**config.mk**
```make
export PLATFORM = sky130hd
export DESIGN_NAME = pio_cmd_sequencer
export DESIGN_NICKNAME = d
export VERILOG_FILES = /design/src/rtl/pio_cmd_sequencer.sv
export SDC_FILE = /design/constraint.sdc
export NUM_CORES = 1
export LEC_CHECK = 0
export ABC_AREA = 1
export BUFFER_PORTS_ARGS = -buffer_cell sky130_fd_sc_hd__buf_4
export CELL_PAD_IN_SITES_DETAIL_PLACEMENT = 0
export CELL_PAD_IN_SITES_GLOBAL_PLACEMENT = 1
export CORE_MARGIN = 4
export CORE_UTILIZATION = 25
export CTS_BUF_LIST = sky130_fd_sc_hd__clkbuf_4
export DETAILED_ROUTE_END_ITERATION = 10
export PLACE_DENSITY = 0.56
export REMOVE_ABC_BUFFERS = 1
export SETUP_SLACK_MARGIN = 0.15
export SYNTH_ARGS = -nofsm -noshare
export SYNTH_HDL_FRONTEND = slang
export SYNTH_SLANG_ARGS = --single-unit
```
**constraint.sdc**
```tcl
create_clock -name clk_clk -period 2.7 [get_ports clk_clk]
set_clock_uncertainty 0.1 [all_clocks]
set_input_delay 0.27 -clock clk_clk [delete_from_list [all_inputs] [get_ports clk_clk]]
set_output_delay 0.27 -clock clk_clk [all_outputs]
set_load 0.01 [all_outputs]
```
**src/rtl/pio_cmd_sequencer.sv**
```systemverilog
// HPS PIO command sequencer: toggle-handshaked command word in,
// valid/ready issue to the datapath, result and status words back out.
module pio_cmd_sequencer #(
  parameter int NUM_OPS        = 8,
  parameter int TIMEOUT_CYCLES = 1024,
  parameter int TIMER_W        = 16
) (
  input  logic        clk_clk,
  input  logic        reset_reset_n,
  input  logic [31:0] hps_cmd_word,
  output logic [31:0] status_word,
  output logic [31:0] result_word,
  output logic        cmd_valid,
  input  logic        cmd_ready,
  output logic [3:0]  cmd_opcode,
  output logic [26:0] cmd_payload,
  input  logic        rsp_valid,
  input  logic [31:0] rsp_data,
  input  logic        rsp_error,
  output logic        busy
);

  typedef enum logic [1:0] {
    IDLE,
    ISSUE,
    WAIT,
    DONE
  } state_e;

  localparam logic [TIMER_W-1:0] TMAX =
    TIMER_W'(TIMEOUT_CYCLES - 1);
  localparam logic [31:0] NOPS = 32'(NUM_OPS);
  localparam bit TMO_EN = (TIMEOUT_CYCLES != 0);

  state_e state_q, state_d;

  logic [31:0]        cmd_q;
  logic [3:0]         op_q, op_d;
  logic [26:0]        pl_q, pl_d;
  logic [31:0]        res_q, res_d;
  logic               ack_q, ack_d;
  logic               busy_q, busy_d;
  logic               to_q, to_d;
  logic               il_q, il_d;
  logic               er_q, er_d;
  logic [3:0]         last_q, last_d;
  logic [7:0]         cnt_q, cnt_d;
  logic [TIMER_W-1:0] tmr_q, tmr_d;

  logic expire;
  logic op_bad;

  // Timer reaches its last permitted cycle; the opcode is out of range.
  always_comb begin
    expire = TMO_EN && (tmr_q == TMAX);
    op_bad = {28'd0, cmd_q[30:27]} >= NOPS;
  end

  // Next-state and datapath handshake decisions.
  always_comb begin
    state_d   = state_q;
    op_d      = op_q;
    pl_d      = pl_q;
    res_d     = res_q;
    ack_d     = ack_q;
    busy_d    = busy_q;
    to_d      = to_q;
    il_d      = il_q;
    er_d      = er_q;
    last_d    = last_q;
    cnt_d     = cnt_q;
    tmr_d     = tmr_q;
    cmd_valid = 1'b0;
    unique case (state_q)
      IDLE: begin
        if (cmd_q[31] != ack_q) begin
          op_d   = cmd_q[30:27];
          pl_d   = cmd_q[26:0];
          to_d   = 1'b0;
          il_d   = 1'b0;
          er_d   = 1'b0;
          busy_d = 1'b1;
          tmr_d  = '0;
          if (op_bad) begin
            il_d    = 1'b1;
            state_d = DONE;
          end else begin
            state_d = ISSUE;
          end
        end
      end
      ISSUE: begin
        cmd_valid = !expire;
        tmr_d     = tmr_q + TIMER_W'(1);
        if (expire) begin
          to_d    = 1'b1;
          res_d   = '1;
          state_d = DONE;
        end else if (cmd_ready) begin
          state_d = WAIT;
        end
      end
      WAIT: begin
        tmr_d = tmr_q + TIMER_W'(1);
        if (rsp_valid) begin
          res_d   = rsp_data;
          er_d    = rsp_error;
          state_d = DONE;
        end else if (expire) begin
          to_d    = 1'b1;
          res_d   = '1;
          state_d = DONE;
        end
      end
      DONE: begin
        ack_d   = cmd_q[31];
        last_d  = op_q;
        cnt_d   = cnt_q + 8'd1;
        busy_d  = 1'b0;
        state_d = IDLE;
      end
      default: state_d = IDLE;
    endcase
  end

  // State and register update; the command word is sampled once here.
  always_ff @(posedge clk_clk or negedge reset_reset_n) begin
    if (!reset_reset_n) begin
      state_q <= IDLE;
      cmd_q   <= '0;
      op_q    <= '0;
      pl_q    <= '0;
      res_q   <= '0;
      ack_q   <= 1'b0;
      busy_q  <= 1'b0;
      to_q    <= 1'b0;
      il_q    <= 1'b0;
      er_q    <= 1'b0;
      last_q  <= '0;
      cnt_q   <= '0;
      tmr_q   <= '0;
    end else begin
      state_q <= state_d;
      cmd_q   <= hps_cmd_word;
      op_q    <= op_d;
      pl_q    <= pl_d;
      res_q   <= res_d;
      ack_q   <= ack_d;
      busy_q  <= busy_d;
      to_q    <= to_d;
      il_q    <= il_d;
      er_q    <= er_d;
      last_q  <= last_d;
      cnt_q   <= cnt_d;
      tmr_q   <= tmr_d;
    end
  end

  // Output packing.
  always_comb begin
    status_word = {ack_q, busy_q, to_q, il_q, er_q,
                   last_q, cnt_q, 15'd0};
    result_word = res_q;
    cmd_opcode  = op_q;
    cmd_payload = pl_q;
    busy        = busy_q;
  end

endmodule

```
==> flow_summary.json <==
{
  "critPathLaunch": "tmr_q[1]$_DFFE_PN0P_",
  "status": "completed",
  "end_kind": "output port",
  "regToRegSetupSlack_ns": 0.55,
  "fin_crit_ns": 2.28,
  "diodes": 0,
  "fp.dieArea_um2": 23800,
  "die_h_um": 154,
  "fp.dieW_um": 154,
  "layout.nets": 860,
  "worst_slack_ns": 0.417,
  "synth_edf_count": 0,
  "clockBufferDepth": 2,
  "ys_seq_elements": 130,
  "wl_per_cell_um": 13.5,
  "worstHoldPathType": "primary input to flop",
  "grt_util_all_layers": 0.124,
  "crit_path_end": "cmd_valid",
  "cp_max_fo": 5,
  "initial_core_util": 0.254,
  "dr_total_vias": 4393,
  "peakVddDrop_mv": 0.425,
  "reg2reg_depth": 6,
  "mostFrequentLayoutCell": "nand2_1",
  "synth-main-ff-cell": "dfrtp_1",
  "critPathKind": "flop to output port",
  "port_buffers": 150,
  "dr.pass1.iters": 4,
  "grt_max_degree": 52,
  "fin_setup_tns_ns": 0,
  "gr-total-overflow": 0,
  "rows": 53,
  "power_density_nw_per_um2": 953,
  "ys_async_sr_fraction": 1.00,
  "max_freq_mhz": 438,
  "grt_pass1_vias": 4540,
  "clk_pin_slew_worst_paths_ns": 0.12,
  "clk_latency_ns": 0.53,
  "ff_latch_area_um2": 3250,
  "synthDistinctLibCells": 33,
  "tightestPinTransition_ns": 0.731,
  "layout-drive-gt1-share": 0.260,
  "rsz0062_at_grt": "false",
  "antenna_found_initial": 0,
  "p_leak_nw": 3.94,
  "fin_crit_sh": 0.846,
  "yosys_warnings": 0,
  "fillers": 2073,
  "drv_cap": 0,
  "cts-root-buf": "clkbuf_4",
  "coreArea_um2": 21000,
  "via_per_inst": 4.10,
  "cts_tree": "built",
  "gp_congestion": 0.764,
  "io_pins": 166,
  "finish.instance_area_um2": 7670,
  "cp-start-kind": "flop",
  "setup_violations": 0,
  "hold_viol_final": 0,
  "cts_sinks": 130,
  "place_ws_ns": 0.546,
  "grt_pass1_wl_mm": 23.5,
  "final_max_slew_viol_count": 0,
  "cp.arrival_ns": 1.91,
  "worst_ep_required_time_ns": 2.33,
  "dp_hpwl_mm": 10.2,
  "syn2layout_area_growth_pct": 43.3,
  "drc": 0,
  "cts_htree_levels": 4,
  "drt-total-wl_mm": 14.5,
  "ant_nets": 0,
  "layout_common_cells": "165 x nand2_1, 156 x buf_4, 130 x dfrtp_1",
  "dpl_cell_area_um2": 6700,
  "r2r_start": "state_q[0]$_DFFE_PN0P_",
  "r2r_end": "result_word[21]$_DFFE_PN0P_",
  "synth_area_per_cell_um2": 9.48,
  "cts_buffers": 17,
  "finalPower_mw": 7.31,
  "netlist_area_um2": 5350,
  "drtIter0Drc": 190,
  "yosysSeqAreaShare": 0.608,
  "multi_input_area_um2": 1640,
  "ctsResizeCount": 0,
  "synthCells": 564,
  "slew_headroom": 0.513
}
[cell usage after synthesis (3+ instances only)]
library cell	n	area share
nand2_4	3	0.0063
buf_6	4	0.0084
ha_1	7	0.016
nor3_1	37	0.035
nand3_1	14	0.013
dfrtp_1	130	0.61
o21ai_0	11	0.010
xor2_1	6	0.0098
clkbuf_1	10	0.0070
a21oi_1	36	0.034
buf_2	3	0.0028
nand2_2	3	0.0035
nor2_1	18	0.013
nand4_1	8	0.0094
nand2_1	165	0.12
buf_4	21	0.029
xnor2_1	3	0.0049
inv_1	64	0.045
[worst min path at each step]
| stage | end | cells past startpoint | startpoint |
|---|---|---|---|
| after global placement | cmd_payload[3]$_DFFE_PN0P_ | 1 | reset_reset_n |
| after CTS | state_q[1]$_DFFE_PN0P_ | 5 | rsp_valid |
| after global routing | state_q[1]$_DFFE_PN0P_ | 5 | rsp_valid |
| final | state_q[1]$_DFFE_PN0P_ | 5 | rsp_valid |
| after floorplan | ack_q$_DFFE_PN0P_ | 0 | reset_reset_n |
| after detailed placement | cmd_q[3]$_DFF_PN0_ | 1 | reset_reset_n |
[routing by layer]
| metal | vias up | wire, um | global-route usage |
|---|---|---|---|
| li1 | 2174 | - | - |
| met1 | 2090 | 6050 | 0.147 |
| met2 | 116 | 7280 | 0.209 |
| met3 | 13 | 971 | 0.0448 |
| met4 | 0 | 156 | 0.0378 |
| met5 | - | 0 | 0 |
[per-stage QoR]
| step | utilization | hold slack (ns) | std cells |
|---|---|---|---|
| final | 0.365 | 0.0642 | 1072 |
| after global routing | 0.365 | 0.0107 | 1072 |
| after CTS | 0.365 | 0.000731 | 1072 |
| after detailed placement | 0.319 | 0.281 | 973 |
| after global placement | 0.319 | 0.279 | 973 |
| after floorplan | - | -0.126 | 540 |
[registers in the layout, indices dropped and copies added (netlist names)]
signal and flops:
cmd_q 32, result_word 32, cmd_payload 27, tmr_q 16
cnt_q 8, cmd_opcode 4, last_q 4, state_q 2
ack_q 1, busy 1, er_q 1, il_q 1
to_q 1
[power breakdown]
group	total [mW]	switching [mW]	internal (mW)
Combinational	3.01	1.72	1.29
Clock	1.39	0.815	0.573
Sequential	2.91	0.392	2.52
Total	7.31	2.93	4.38
[worst max-delay path: stages, from the launching register on]
cell	delay, ns
dfrtp_1	0.40
ha_1	0.24
nand3_2	0.13
nor2_4	0.22
nand2_4	0.10
nand2_1	0.11
inv_1	0.05
buf_4	0.14
[layout make-up]
class / count / area share
sequential: 130 / 0.424
timing repair buffer: 225 / 0.245
multi-input combinational: 343 / 0.214
tap: 275 / 0.0449
inverter: 67 / 0.0328
clock inverter: 15 / 0.0219
clock buffer: 17 / 0.0166
[timing repair]
action / 4_1_cts / 5_1_grt
setup endpoints to repair: 0 / 0
hold buffers: 67 / 0
endpoints found under the hold margin: 115 / 0
setup buffers: 0 / 0
[cell families (layout without fill, tap and decap cells)]
logic type / count (synthesis) / count (layout) / share of synthesized area
adder cells (fa/ha/maj): 7 / 7 / 0.0164
AO/OA/AOI/OAI: 56 / 56 / 0.0566
AND/OR/NAND/NOR: 256 / 256 / 0.209
buffers and inverters: 105 / 324 / 0.0947
flip-flops: 130 / 130 / 0.608
other: 1 / 15 / 0.000701
XOR/XNOR: 9 / 9 / 0.0147
Note: power is estimated with default switching activity, not from simulation.
